$ cat config.mk
export PLATFORM = sky130hd
export DESIGN_NAME = mnist_frame_sequencer
export DESIGN_NICKNAME = d
export VERILOG_FILES = /design/src/rtl/mnist_frame_sequencer.sv
export SDC_FILE = /design/constraint.sdc
export NUM_CORES = 1
export LEC_CHECK = 0
export ABC_AREA = 1
export CORE_AREA = 2 2 97 99
export CTS_BUF_LIST = sky130_fd_sc_hd__clkbuf_2
export CTS_CLUSTER_DIAMETER = 80
export CTS_CLUSTER_SIZE = 25
export DETAILED_ROUTE_END_ITERATION = 10
export DIE_AREA = 0 0 99 101
export DONT_BUFFER_PORTS = 1
export GPL_TIMING_DRIVEN = 0
export PLACE_DENSITY = 0.79
export SYNTH_ARGS = -nofsm -noshare
export SYNTH_HDL_FRONTEND = slang
export SYNTH_SLANG_ARGS = --single-unit
$ cat constraint.sdc
create_clock -name clk_i -period 2.8 [get_ports clk_i]
set_input_delay 0.28 -clock clk_i [delete_from_list [all_inputs] [get_ports clk_i]]
set_output_delay 0.28 -clock clk_i [all_outputs]
set_load 0.02 [all_outputs]
$ cat src/rtl/mnist_frame_sequencer.sv
// rtl/mnist_frame_sequencer.sv - frame grouping, result capture and abort recovery between UART words and the DNN core
//
// Groups incoming pixel words into frames of FRAME_LEN words and forwards them to the DNN.
// After a frame, new input is blocked until the classification arrives.
// A stalled link or a hung DNN is recovered by a one-cycle ABORT that pulses dnn_rst_o.
//
// Ports:
//   clk_i, rst_i          clock (rising edge), asynchronous active-high reset
//   rx_data_i/rx_valid_i  word strobe from the UART receiver
//   dnn_data_o/valid_o    pixel word strobe to the DNN, one cycle after rx
//   dnn_rst_o             one-cycle abort pulse to the DNN
//   dnn_out_i/valid_i     classification word strobe from the DNN
//   result_o/valid_o      latched digit and its update pulse
//   busy_o                high whenever not idle
//   frame_count_o         completed frames, wraps
//   drop_count_o          discarded words, saturates at 255
//   err_gap_o             pulse on inter-word gap abort
//   err_timeout_o         pulse on result timeout abort
module mnist_frame_sequencer #(
    parameter int DATA_W         = 16,
    parameter int FRAME_LEN      = 784,
    parameter int GAP_TIMEOUT    = 1_000_000,
    parameter int RESULT_TIMEOUT = 4_000_000
) (
    input  logic              clk_i,
    input  logic              rst_i,
    input  logic [DATA_W-1:0] rx_data_i,
    input  logic              rx_valid_i,
    output logic [DATA_W-1:0] dnn_data_o,
    output logic              dnn_valid_o,
    output logic              dnn_rst_o,
    input  logic [DATA_W-1:0] dnn_out_i,
    input  logic              dnn_out_valid_i,
    output logic [3:0]        result_o,
    output logic              result_valid_o,
    output logic              busy_o,
    output logic [7:0]        frame_count_o,
    output logic [7:0]        drop_count_o,
    output logic              err_gap_o,
    output logic              err_timeout_o
);

    localparam int PIX_W = $clog2(FRAME_LEN + 1);
    localparam int GAP_W = $clog2(GAP_TIMEOUT + 1);
    localparam int RES_W = $clog2(RESULT_TIMEOUT + 1);

    // Counter values seen during the final cycle before completion or expiry.
    localparam logic [PIX_W-1:0] LAST_PIX = PIX_W'(FRAME_LEN - 1);
    localparam logic [GAP_W-1:0] GAP_LAST = GAP_W'(GAP_TIMEOUT - 1);
    localparam logic [RES_W-1:0] RES_LAST = RES_W'(RESULT_TIMEOUT - 1);

    typedef enum logic [1:0] {
        S_IDLE,
        S_LOAD,
        S_WAIT,
        S_ABORT
    } state_t;

    state_t             state_q;
    logic [PIX_W-1:0]   pix_q;
    logic [GAP_W-1:0]   gap_q;
    logic [RES_W-1:0]   res_q;
    logic [DATA_W-1:0]  dnn_data_q;
    logic               dnn_valid_q;
    logic               dnn_rst_q;
    logic [3:0]         result_q;
    logic               result_valid_q;
    logic               busy_q;
    logic [7:0]         frame_q;
    logic [7:0]         drop_q;
    logic               err_gap_q;
    logic               err_timeout_q;

    logic [PIX_W-1:0]   pix_d;
    logic [GAP_W-1:0]   gap_d;
    logic [RES_W-1:0]   res_d;
    logic [7:0]         drop_d;

    // Only the low nibble of the classification word carries the digit.
    logic               unused_dnn_hi;
    assign unused_dnn_hi = ^dnn_out_i[DATA_W-1:4];

    always_comb begin
        pix_d  = pix_q + PIX_W'(1);
        gap_d  = gap_q + GAP_W'(1);
        res_d  = res_q + RES_W'(1);
        drop_d = (drop_q == 8'hFF) ? drop_q : drop_q + 8'd1;
    end

    always_ff @(posedge clk_i or posedge rst_i) begin
        if (rst_i) begin
            state_q        <= S_IDLE;
            pix_q          <= '0;
            gap_q          <= '0;
            res_q          <= '0;
            dnn_data_q     <= '0;
            dnn_valid_q    <= 1'b0;
            dnn_rst_q      <= 1'b0;
            result_q       <= '0;
            result_valid_q <= 1'b0;
            busy_q         <= 1'b0;
            frame_q        <= '0;
            drop_q         <= '0;
            err_gap_q      <= 1'b0;
            err_timeout_q  <= 1'b0;
        end else begin
            dnn_valid_q    <= 1'b0;
            dnn_rst_q      <= 1'b0;
            result_valid_q <= 1'b0;
            err_gap_q      <= 1'b0;
            err_timeout_q  <= 1'b0;
            case (state_q)
                S_IDLE: begin
                    if (rx_valid_i) begin
                        dnn_data_q  <= rx_data_i;
                        dnn_valid_q <= 1'b1;
                        pix_q       <= PIX_W'(1);
                        gap_q       <= '0;
                        state_q     <= S_LOAD;
                        busy_q      <= 1'b1;
                    end
                end
                S_LOAD: begin
                    // A word arriving on the expiry cycle wins over the gap abort.
                    if (rx_valid_i) begin
                        dnn_data_q  <= rx_data_i;
                        dnn_valid_q <= 1'b1;
                        pix_q       <= pix_d;
                        gap_q       <= '0;
                        if (pix_q == LAST_PIX) begin
                            state_q <= S_WAIT;
                            res_q   <= '0;
                        end
                    end else if (gap_q == GAP_LAST) begin
                        state_q   <= S_ABORT;
                        dnn_rst_q <= 1'b1;
                        err_gap_q <= 1'b1;
                        pix_q     <= '0;
                        gap_q     <= '0;
                    end else begin
                        gap_q <= gap_d;
                    end
                end
                S_WAIT: begin
                    if (rx_valid_i) begin
                        drop_q <= drop_d;
                    end
                    // A result arriving on the expiry cycle wins over the timeout.
                    if (dnn_out_valid_i) begin
                        result_q       <= dnn_out_i[3:0];
                        result_valid_q <= 1'b1;
                        frame_q        <= frame_q + 8'd1;
                        state_q        <= S_IDLE;
                        busy_q         <= 1'b0;
                        pix_q          <= '0;
                        res_q          <= '0;
                    end else if (res_q == RES_LAST) begin
                        state_q       <= S_ABORT;
                        dnn_rst_q     <= 1'b1;
                        err_timeout_q <= 1'b1;
                        pix_q         <= '0;
                        res_q         <= '0;
                    end else begin
                        res_q <= res_d;
                    end
                end
                S_ABORT: begin
                    if (rx_valid_i) begin
                        drop_q <= drop_d;
                    end
                    state_q <= S_IDLE;
                    busy_q  <= 1'b0;
                end
                default: begin
                    state_q <= S_IDLE;
                    busy_q  <= 1'b0;
                end
            endcase
        end
    end

    assign dnn_data_o     = dnn_data_q;
    assign dnn_valid_o    = dnn_valid_q;
    assign dnn_rst_o      = dnn_rst_q;
    assign result_o       = result_q;
    assign result_valid_o = result_valid_q;
    assign busy_o         = busy_q;
    assign frame_count_o  = frame_q;
    assign drop_count_o   = drop_q;
    assign err_gap_o      = err_gap_q;
    assign err_timeout_o  = err_timeout_q;

endmodule
Word-level counts from Yosys, hierarchy flattened
Index checks and enable logic that the tools add are counted.
Storage, ports and cells
  memories: 0
  bits in latches: 0
  ROM bits: 0
  register bits after elaboration: 96
  logic and storage cells: 85
  RAM bits: 0
Operators by class
  multipliers: 0
  multiplexer cells: 36
  $add $sub $neg: 5
  divide/modulo/power cells: 0
  reductions and logical operators: 15
  shift operators: 0
  eq/ne operators: 14
  bitwise gates (word level): 1
  order comparisons: 0
Operator list (count)
  22-bit two-way mux: 4
  20-bit two-way mux: 3
  10-bit two-way mux: 5
  22-bit one-hot mux with 2 select lines: 1
  20-bit one-hot mux with 2 select lines: 1
  10-bit one-hot mux with 3 select lines: 1
  22-bit by 1-bit adder with 22-bit output (second input constant): 1
  22-bit == test (second input constant): 1
  20-bit by 1-bit adder with 20-bit output (second input constant): 1
  20-bit == test (second input constant): 1
  8-bit by 1-bit adder with 8-bit output (second input constant): 2
  1-bit two-way mux: 12
  2-bit two-way mux: 6
  10-bit by 1-bit adder with 10-bit output (second input constant): 1
  10-bit == test (second input constant): 1
  3-bit inequality test (second input constant): 3
  3-bit AND reduction: 3
  8-bit == test (second input constant): 1
  2-bit inequality test (second input constant): 4
  2-bit one-hot mux with 4 select lines: 1
  4-bit AND reduction: 2
  2-bit AND reduction: 3
  3-bit nonzero test: 2
  2-bit == test (second input constant): 2
  other kinds (7): 9

Logic depth before layout (Yosys ltp)
Gate-level depths: netlist of the first run.
  depth in word-level cells: 4
  depth in mapped cells: 12
  depth with buffers taken out: 11

Worst setup path before layout of the first run
Ideal clock, no wire load.
  path type: reg-to-reg
  from: register state_q[1]
  to: register res_q[7]
  required time: 2680 ps
  arrival: 1646 ps
  cell stages (with the launch flop): 12
  buffers on the path: 2
  slack: 1034 ps
  path through: dfrtp_1 inv_1 ha_1 buf_6 inv_4 nor2_4 nor2_2 a21boi_4 nand2_1 buf_2 o21ai_0 nor2_1
On the way
  cells in the longest elaborated chain, start to end: 3
RTL lines
  start: declaration: RTL line 59  | state_t state_q;
  start signal: assignment: RTL line 92  | state_q <= S_IDLE;
  start signal: assignment: RTL line 119  | state_q <= S_LOAD;
  start signal: assignment: RTL line 131  | state_q <= S_WAIT;
  2-bit by 1-bit == test with 1-bit output / 2-bit == test (equally long branches): RTL line 112  | case (state_q)
  2-bit inequality test (no line) / 2-bit nonzero test (equally long branches)
  3-bit AND reduction (no line)
  end signal: assignment: RTL line 164  | res_q <= res_d;
  end: declaration: RTL line 62  | logic [RES_W-1:0] res_q;
Several ways; a longest one is shown, not always the timed one.
A chain may end at the register's enable or synchronous reset.

Final worst setup path of the first run
  from: register state_q[1]
  to: register dnn_data_q[11], in the netlist dnn_data_o[11]
On the way
  cells in the longest elaborated chain, start to end: 3
RTL lines
  2-bit by 1-bit == test with 1-bit output / 2-bit zero test (equally long branches): RTL line 112
  2-bit OR reduction (no line) *
  2-bit AND reduction (no line) *
  end signal: assignment: RTL line 115  | dnn_data_q <= rx_data_i;
  end signal: assignment: RTL line 126  | dnn_data_q <= rx_data_i;
  end: declaration: RTL line 63  | logic [DATA_W-1:0] dnn_data_q;
Mark *: on every way between the ends. The rest lies on a longest branch, timed or not.

==> results.tsv, run 1 <==
metric	value	unit
Leak	2.838	nW
Cells after Synth	699	
final instance area	5813	um2
Slew Viols, Final	0	
XOR/XNOR Fraction of Synth Area	3.863	%
PwrDens	755.5	nW/um2
worst-skew pair later-pin latency	610	ps
ys flop type	dfrtp_1	
power share of the sequential group	49.8	%
row count	35	
CTS tree	built	
CP endpoint kind	flop	
Post-synth EDFFs	0	
Post-Syn Area	5215	um2
IO buf count	0	
Compound-Gate Fraction of Synth Area	3.599	%
Sink Count	96	
top cells by count, synth	235 x nand2_1, 104 x nor2_1, 96 x dfrtp_1	
simple-gate share of the synthesized area	36.85	%
post-synthesis sequential area ratio	46.07	%
WL per Instance	14.18	um
worst hold-check path type	input port to flop	
yosys warns	0	
Vias	4629	
clock network fraction of total power	16.1	%
worst-path maximum fanout	10	
Critical Path RT	3330	ps
crit path DAT	2710	ps
RSZ-0062 raised after global routing	no	
Crit Path Class	flop to flop	
global-route wire length before repair	20020	um
Final ANT Viol Nets	0	
Num CTS Buffers	9	
Congestion Overflow GR	0	
syn nets	745	
synthesized-area fraction occupied by adder cells	2.399	%
post-CTS setup buffer count	0	
Clock Tree Root	clkbuf_2	
post-layout min period	2182	ps
CP bufs+invs	3	
Slowest cell on crit path	dlygate4sd3_1	
syn avg cell area	7.461	um2
Die Ht	101	um
clock buffer depth	2	
final hold violations	0	
final WL	12170	um
status	finished, final reports clean	
DP Wirelength	8399	um
share of cells above drive strength 1	6.434	%
Slew HR	65.19	%
DR iter-0 viols	243	
number of H-tree levels	3	
area of placed instances	5384	um2
largest family of logic cells by synthesized area	simple AND/OR/NAND/NOR gates	
drt via density	5.395	
Distinct cells, synth	35	
Final period util	77.92	%
area grow syn2layout	11.47	%
chip width	99	um
largest net degree at the start of global routing	69	
vias in the first global route	4500	
post-synthesis mux area share	0	%
Worst Skew	42.82	ps
count leader, synth	nand2_1	
Pint	2.289	mW
CP Cell Sequence	inv_1 > ha_1 > buf_6 > nor2_1 > nor2_2 > nand2_1 > dlygate4sd3_1 > nand2_1	
# DRC	0	
IO Pins	78	
initial antenna violation count	0	
Pre-Repair DR Iteration Count	5	
layout net count	787	
fmax	458.3	MHz
GPL Wtd Cong	0.8850	
Tightest Pin Transition	518.1	ps
Clock transition at path regs	310	ps
top cells by area, synth	dfrtp_1 46%, nand2_1 17%, nor2_1 7.5%	
Comb power frac	34.1	%
most frequent CP cell	nand2_1	
Sw Share	47.87	%
die area	9999	um2
peak supply drop	0.0003800	V
CP max stage delay	560	ps
core area	8977	um2
largest area contributor in the netlist	dfrtp_1	
crit-path leading delay family	buffers and inverters	
setup ws final	618.2	ps
top-area cell type share of the netlist area	46.07	%
startpoint types	flop	
synthesis-stage register bit count	96	
max-capacitance violation count	0	
Initial Util	58.09	%
FFs w/ async S/R, synth	100.0	%
GRT Total Usage	24.80	%
NetSw	2.102	mW
pre-CTS WS	724.1	ps
final setup fails	0	
## cell families (layout without fill, tap and decap cells)
| family | after synthesis | in the layout |
|---|---|---|
| xor+xnor | 23 | 23 |
| fa+ha+maj | 10 | 10 |
| compound gates | 31 | 31 |
| buf+inv | 92 | 139 |
| other cells | 0 | 1 |
| flops | 96 | 96 |
| simple gates | 447 | 447 |
## worst register-to-register path, stage by stage (launching register included)
cell and delay [ps]:
dfrtp_1 540, inv_1 90, ha_1 200, buf_6 150
nor2_1 260, nor2_2 150, nand2_1 80, dlygate4sd3_1 560
nand2_1 70
## layer usage
metal	share of wire [%]	routed length, um	up-vias	GRT usage (%)
met2	51	6157	141	43.30
met1	43	5199	2184	30.98
li1	-	-	2270	-
met4	2.8	335	0	10.01
met5	0	0	-	0
met3	3.9	475	34	3.745
## power by group through the flow
stage	clock, mW	sequential [mW]	combinational (mW)
floorplan	0	2.12	1.08
global placement	0	2.19	1.33
detailed placement	0	2.21	1.40
CTS	0.726	2.18	1.46
global route	0.779	2.21	1.67
finish	0.708	2.19	1.50
## state kept, by name, indices dropped and copies added, names as in the netlist, 2 cells and up
signal,cells
result_o,4
state_q,2
pix_q,10
gap_q,20
res_q,22
dnn_data_o,16
drop_count_o,8
frame_count_o,8
## layout by cell type (no fill, tap or decap), drive strengths merged
master and instances:
xnor2 7, o22ai 1, nand2 236, nor3b 1, o21ai 15, o21bai 4, ha 10, nand3 49
and2 1, a21boi 1, dfrtp 96, clkbuf 10, nor2 113, or2 2, buf 10, nor3 21
diode 1, nand4 22, inv 85, a21oi 10, nand3b 2, dlygate4sd3 30, xor2 16, clkinv 4
## area by class of cell
| type | instances | area [um2] |
|---|---|---|
| inverters | 82 | 312.8 |
| clock inverters | 7 | 81.33 |
| well taps | 111 | 138.9 |
| diodes | 1 | 2.502 |
| clock buffers | 9 | 45.04 |
| repair buffers | 31 | 327.8 |
| flip-flops and latches | 96 | 2402 |
| plain buffers | 10 | 66.31 |
| fillers | 713 | 3164 |
| multi-input cells | 511 | 2436 |
## metrics by stage
step	hold slack, ps	setup TNS, ps	utilization [%]	total power, mW	std cells
after global placement	394.3	-91990	59.64	3.523	810
after global routing	24.07	0	64.72	4.664	857
after detailed placement	172.1	0	59.97	3.603	811
after CTS	18.98	0	64.72	4.368	857
after floorplan	389.6	0	-	3.204	699
final	53.44	0	64.75	4.392	858
## repair_timing
item	4_1_cts	5_1_grt
endpoints found under the setup margin	0	0
hold buffers	30	0
resized for setup	0	0
hold endpoints to repair	128	0
## worst paths after layout
path,from,endpoint,slack [ps],cells after the start
max,state_q[1]$_DFFE_PP0P_,dnn_data_o[11]$_DFFE_PP0P_,620,8
min,rx_valid_i,gap_q[0]$_DFFE_PP0P_,50,3
max reg2reg,state_q[1]$_DFFE_PP0P_,dnn_data_o[11]$_DFFE_PP0P_,620,8
min reg2reg,pix_q[7]$_DFFE_PP0P_,pix_q[7]$_DFFE_PP0P_,550,2
max in group asynchronous,rst_i,state_q[0]$_DFFE_PP0P_,2030,3
min in group asynchronous,rst_i,frame_count_o[7]$_DFFE_PP0P_,70,2
No activity file was read; power rests on OpenSTA's default activity.
==> inputs of run 2 (changes only) <==
Settings changed: CORE_AREA 2 2 97 99 to 2 2 93 95, DIE_AREA 0 0 99 101 to 0 0 95 97, PLACE_DENSITY 0.79 to 0.82.
Clock period 2.8 ns to 2.1 ns, I/O delays scaled along.
==> results.tsv, run 2 (same netlist as run 1, synthesis figures left out) <==
metric	value	unit	change
final WL	11990	um	-1.5%
ant diodes	0		-1
NetSw	2.847	mW	+35%
most common cell after layout, fill and taps aside	nand2_1		
Tightest Pin Transition	745.9	ps	+227.8 ps
DR iter-0 viols	240		-1.2%
initial antenna violation count	0		unchanged
peak supply drop	0.0005506	V	+45%
WL per Instance	14.07	um	-0.80%
chip width	95	um	-4.0%
final setup fails	0		unchanged
post-layout min period	1982	ps	-199.3 ps
die area	9215	um2	-7.8%
Final Util	71.88	%	+7.1 points
status	finished, final reports clean		
Slew Viols, Final	0		unchanged
IO buf count	0		unchanged
power share of the sequential group	48.8	%	-1.0 points
number of H-tree levels	3		unchanged
Initial Util	64.11	%	+6.0 points
CP endpoint kind	flop		
Largest register FFs	22		unchanged
commonest cells after routing, fill and taps aside	234 x nand2_1, 102 x nor2_1, 95 x dfrtp_1, 79 x inv_1, 44 x nand3_1		
Comb power frac	35.0	%	+0.9 points
Critical Path RT	2630	ps	-700 ps
Final ANT Viol Nets	0		unchanged
core area	8134	um2	-9.4%
Worst Skew	38.80	ps	-4.018 ps
Die Ht	97	um	-4.0%
Final period util	94.40	%	+16 points
crit path DAT	2510	ps	-200 ps
vias in the first global route	4386		-2.5%
Congestion Overflow GR	0		unchanged
startpoint types	flop		
final hold violations	0		unchanged
largest net degree at the start of global routing	38		-45%
DP Wirelength	8194	um	-2.4%
GPL Wtd Cong	0.9047		+2.2%
GRT Total Usage	27.26	%	+2.5 points
Sink Count	96		unchanged
Leak	2.866	nW	+0.97%
clock buffer depth	2		unchanged
worst hold-check path type	input port to async pin		
Pre-Repair DR Iteration Count	6		+1
row count	33		-5.7%
worst-skew pair later-pin latency	620	ps	about the same
# DRC	0		unchanged
Crit Path Class	flop to flop		
area grow syn2layout	12.12	%	
IO Pins	78		unchanged
Num CTS Buffers	9		unchanged
fmax	504.4	MHz	+10%
Clock transition at path regs	320	ps	about the same
worst-path maximum fanout	7		-3
clock network fraction of total power	16.2	%	about the same
PwrDens	1024	nW/um2	+36%
global-route wire length before repair	20110	um	+0.45%
RSZ-0062 raised after global routing	yes		
drt via density	5.404		+0.16%
Power, Total	5.987	mW	+36%
Biggest register	res_q		
Slew HR	50.17	%	-15 points
Sw Share	47.55	%	-0.32 points
CTS tree	built		
Pint	3.140	mW	+37%
Vias	4604		-0.54%
Clock Tree Root	clkbuf_2		
max-capacitance violation count	0		unchanged
share of cells above drive strength 1	8.434	%	+2.0 points
layout net count	788		+0.13%
run 2: changes by cell type in the layout (fill, tap and decap cells not counted), moves of 2 or more:
| cell | previous run | this run |
|---|---|---|
| nor2_1 | 104 | 102 |
| buf_4 | 2 | 9 |
| nor2_2 | 5 | 3 |
| buf_12 | 0 | 2 |
| nor2_4 | 4 | 8 |
| dlygate4sd3_1 | 30 | 23 |
run 2: path summary, 6_finish.rpt:
kind / cells after the start / start / to / slack, ps
max in group asynchronous: 4 / rst_i / pix_q[1]$_DFFE_PP0P_ / 1100
min: 2 / rst_i / dnn_data_o[13]$_DFFE_PP0P_ / 140
min in group clk_i: 3 / rx_data_i[6] / dnn_data_o[6]$_DFFE_PP0P_ / 220
max reg2reg: 10 / state_q[0]$_DFFE_PP0P_ / gap_q[15]$_DFFE_PP0P_ / 120
max: 10 / state_q[0]$_DFFE_PP0P_ / gap_q[15]$_DFFE_PP0P_ / 120
min reg2reg: 2 / pix_q[7]$_DFFE_PP0P_ / pix_q[7]$_DFFE_PP0P_ / 530
run 2: critical path, cell delays in order, from the launching register on:
cell,delay (ps)
dfrtp_1,500
inv_1,110
ha_1,270
inv_1,110
nor2_1,90
nor2_4,230
nand3_4,160
nor2_4,170
nand2_1,90
o21ai_1,140
a21oi_1,50
run 2: repair_timing:
action                     in CTS  in global routing
gates resized for setup         0                 14
setup buffers                   0                  7
hold endpoints to repair      104                  0
hold buffers                   23                  0
setup endpoints to repair       0                 45
run 2: routing by layer:
metal	vias up	share of wire [%]	global-route usage (%)
li1	2276	-	-
met1	2175	42	35.11
met2	127	51	45.12
met3	26	5.6	5.374
met4	0	2.2	10.26
met5	-	0	0
run 2: per-stage QoR:
| stage | TNS (ps) | setup slack [ps] | cell area (um2) | hold WS, ps | std cells |
|---|---|---|---|---|---|
| after global placement | 0 | 105.9 | 5350 | 324.6 | 804 |
| after floorplan | 0 | 334.5 | 5219 | 319.6 | 699 |
| after detailed placement | 0 | 70.30 | 5390 | 232.6 | 806 |
| final | 0 | 117.5 | 5847 | 139.5 | 852 |
| after global routing | -131.2 | -33.40 | 5847 | 138.0 | 852 |
| after CTS | 0 | 3.214 | 5752 | 141.7 | 845 |
run 2: cell type report:
type                       count  area [um2]
buffer                        10       70.07
clock buffer                   9       45.04
clock inverter                 7       86.33
fill                         603        2287
inverter                      82       314.1
multi-input combinational    511        2474
sequential                    96        2404
tap                          105       131.4
timing repair buffer          32       322.8
run 2: power by group through the flow:
stage | sequential, mW | clock (mW) | combinational (mW)
3_5_place_dp | 2.95 | 0 | 1.84
3_3_place_gp | 2.93 | 0 | 1.76
5_1_grt | 2.97 | 1.07 | 2.36
6_report | 2.92 | 0.969 | 2.10
4_1_cts | 2.91 | 0.978 | 1.89
2_1_floorplan | 2.83 | 0 | 1.44
==> inputs of run 3 (changes only) <==
Settings changed: ABC_AREA 1 to unset, CORE_AREA 2 2 93 95 to 2 2 89 91, DIE_AREA 0 0 95 97 to 0 0 91 93, PLACE_DENSITY 0.82 to 0.81.
==> results.tsv, run 3 <==
metric	value	unit	change
setup ws final	-382.9	ps	-500.4 ps
count leader, synth	dfrtp_1		
FF-to-FF End	pix_q[9]$_DFFE_PP0P_		
peak supply drop	0.0007971	V	+45%
top cells by area, synth	dfrtp_1 51%, mux2_2 5.2%, xor2_1 3.7%		
IO Pins	78		unchanged
GPL Wtd Cong	0.8398		-7.2%
largest net degree at the start of global routing	46		+21%
WL per Instance	19.52	um	+39%
status	finished with violations		
chip width	91	um	-4.2%
final non-filler cell total	638		-25%
final hold violations	0		unchanged
DR iter-0 viols	367		+53%
drt via density	6.480		+20%
yosys warns	0		unchanged
crit path DAT	2950	ps	+440 ps
Vias	4134		-10%
ant diodes	0		unchanged
global-route wire length before repair	18700	um	-7.0%
vias in the first global route	3896		-11%
Slew HR	57.01	%	+6.8 points
Critical Path RT	2570	ps	-60 ps
Sink Count	96		unchanged
DP Wirelength	6831	um	-17%
synthesis-stage register bit count	96		unchanged
Hold Crit Endpoint	frame_count_o[3]$_DFFE_PP0P_		
RSZ-0062 raised after global routing	yes		
Crit Path Class	flop to flop		
PwrDens	1092	nW/um2	+6.6%
startpoint types	flop		
FF-to-FF setup slack	-380	ps	-500 ps
commonest cells after routing, fill and taps aside	93 x dfrtp_1, 36 x nand2_1, 30 x nor2_1, 29 x buf_4, 27 x nand3_1		
Cells after Synth	459		-34%
row count	32		-3.0%
area grow syn2layout	25.20	%	
simple-gate share of the synthesized area	20.99	%	-16 points
pre-CTS WS	-658.1	ps	-728.4 ps
Clock transition at path regs	260	ps	-60 ps
die area	8463	um2	-8.2%
FF-to-FF Start	gap_q[12]$_DFFE_PP0P_		
Leak	2.589	nW	-9.7%
worst hold-check path type	input port to flop		
Tightest Pin Transition	643.5	ps	-102.4 ps
share of cells above drive strength 1	25.75	%	+17 points
Final Util	78.71	%	+6.8 points
final WL	12460	um	+3.9%
synthesized-area fraction occupied by adder cells	2.644	%	+0.24 points
core area	7527	um2	-7.5%
CP Cell Sequence	or4b_1 > or4_4 > o31a_1 > nor3_4 > buf_4 > o221ai_1		
CP endpoint kind	flop		
area of placed instances	4943	um2	-8.3%
worst-path maximum fanout	6		-1
Num CTS Buffers	9		unchanged
hold path depth	3		
hold wc startpoint	dnn_out_valid_i		
Compound-Gate Fraction of Synth Area	11.37	%	+7.8 points
clock buffer depth	2		unchanged
syn avg cell area	10.31	um2	+38%
XOR/XNOR Fraction of Synth Area	5.368	%	+1.5 points
number of H-tree levels	3		unchanged
area of the multi-input gates	2520	um2	+1.9%
CP max stage delay	590	ps	+90 ps
max-capacitance violation count	0		unchanged
initial antenna violation count	0		unchanged
Clock Tree Root	clkbuf_2		
top-area cell type share of the netlist area	50.77	%	+4.7 points
Congestion Overflow GR	0		unchanged
# DRC	0		unchanged
Post-synth EDFFs	0		unchanged
Final period util	118.2	%	+24 points
final instance area	5924	um2	+1.3%
Slowest cell on crit path	or4_4		
layout net count	577		-27%
Register Area	2406	um2	+0.10%
final hold slack	62.72	ps	-76.77 ps
Distinct cells, synth	54		+54%
post-layout min period	2483	ps	+500.4 ps
Die Ht	93	um	-4.1%
largest area contributor in the netlist	dfrtp_1		
placed cell count	563		-30%
worst-skew pair later-pin latency	560	ps	-60 ps
Initial Util	62.87	%	-1.2 points
failing checks	negative setup slack		
FFs w/ async S/R, synth	100.0	%	unchanged
top cells by count, synth	96 x dfrtp_1, 37 x nand2_1, 35 x nor2_1		
CTS tree	built		
largest family of logic cells by synthesized area	simple AND/OR/NAND/NOR gates		
Pre-Repair DR Iteration Count	6		unchanged
most common cell after layout, fill and taps aside	dfrtp_1		
GRT Total Usage	27.86	%	+0.60 points
post-synthesis mux area share	6.610	%	+6.6 points
worst r2r path cells	6		-4
Post-Syn Area	4732	um2	-9.3%
IO buf count	0		unchanged
Worst Skew	36.92	ps	-1.880 ps
post-synthesis sequential area ratio	50.77	%	+4.7 points
syn nets	505		-32%
final setup fails	53		+53
Filler Cell Count	431		-29%
ys flop type	dfrtp_1		
fmax	402.8	MHz	-20%
Largest register FFs	22		unchanged
Biggest register	res_q		
Slew Viols, Final	0		unchanged
Final ANT Viol Nets	0		unchanged
## run 3: cell count changes after synthesis, moves of 12 or more
| cell | delta |
|---|---|
| a31oi_1 | +12 |
| and3_1 | +17 |
| inv_1 | -65 |
| mux2_2 | +22 |
| nand2_1 | -198 |
| nand3_1 | -14 |
| nor2_1 | -69 |
## run 3: through the flow
| stage | power [mW] | setup TNS, ps |
|---|---|---|
| after floorplan | 4.201 | -2477 |
| after global placement | 4.547 | -17130 |
| after detailed placement | 4.647 | -21530 |
| after CTS | 6.039 | -7088 |
| after global routing | 6.770 | -12810 |
| final | 6.467 | -8616 |
## run 3: worst max-delay path by stage
stage	startpoint	to	slack, ps
2_1_floorplan	gap_q[12]$_DFFE_PP0P_	pix_q[0]$_DFFE_PP0P_	-420
3_3_place_gp	gap_q[12]$_DFFE_PP0P_	pix_q[0]$_DFFE_PP0P_	-580
3_5_place_dp	gap_q[12]$_DFFE_PP0P_	pix_q[0]$_DFFE_PP0P_	-660
4_1_cts	gap_q[8]$_DFFE_PP0P_	pix_q[0]$_DFFE_PP0P_	-360
5_1_grt	gap_q[12]$_DFFE_PP0P_	pix_q[9]$_DFFE_PP0P_	-440
6_report	gap_q[12]$_DFFE_PP0P_	pix_q[9]$_DFFE_PP0P_	-380
## run 3: logic make-up (layout without fill, tap and decap cells)
family,count (synthesis),in the layout
AND/OR/NAND/NOR,185,186
flip-flops,96,96
AO/OA/AOI/OAI,83,83
XOR/XNOR,29,29
multiplexers,28,28
buffers and inverters,28,104
adder cells (fa/ha/maj),10,10
## run 3: repair_timing
action / 4_1_cts / 5_1_grt
endpoints found under the setup margin: 66 / 76
hold buffers: 23 / 0
buffers inserted: 21 / 14
endpoints found under the hold margin: 123 / 0
resized for setup: 40 / 43
pin swaps: 8 / 8
gates cloned: 1 / 1
## run 3: layer usage
layer | share of wire, % | track usage, % | routed length, um | vias to the layer above
li1 | - | - | - | 1826
met4 | 3.6 | 11.24 | 443 | 0
met5 | 0 | 0 | 0 | -
met2 | 49 | 46.42 | 6140 | 229
met3 | 7.7 | 6.849 | 960 | 56
met1 | 39 | 35.25 | 4911 | 2023
## run 3: power breakdown
| group | leakage [nW] | switching [mW] | total, mW | internal [mW] |
|---|---|---|---|---|
| clock | 0.0847 | 0.660 | 1.08 | 0.416 |
| combinational | 1.24 | 1.29 | 2.40 | 1.11 |
| sequential | 1.26 | 0.767 | 2.99 | 2.22 |
## run 3: area by class of cell
cell class / instances / share of cell area [%]
Multi-Input combinational cell: 336 / 42.53
Buffer: 12 / 1.436
Tap cell: 102 / 2.154
Timing Repair Buffer: 61 / 9.842
Clock buffer: 11 / 0.9293
Clock inverter: 5 / 1.478
Inverter: 15 / 1.014
Sequential cell: 96 / 40.61
## run 3: critical path, delay by kind of cell (launching register included)
kind | cells | cell delay (ps)
AND/OR/NAND/NOR | 3 | 1310
AO/OA/AOI/OAI | 2 | 450
buffers and inverters | 1 | 190
flip-flops | 1 | 450
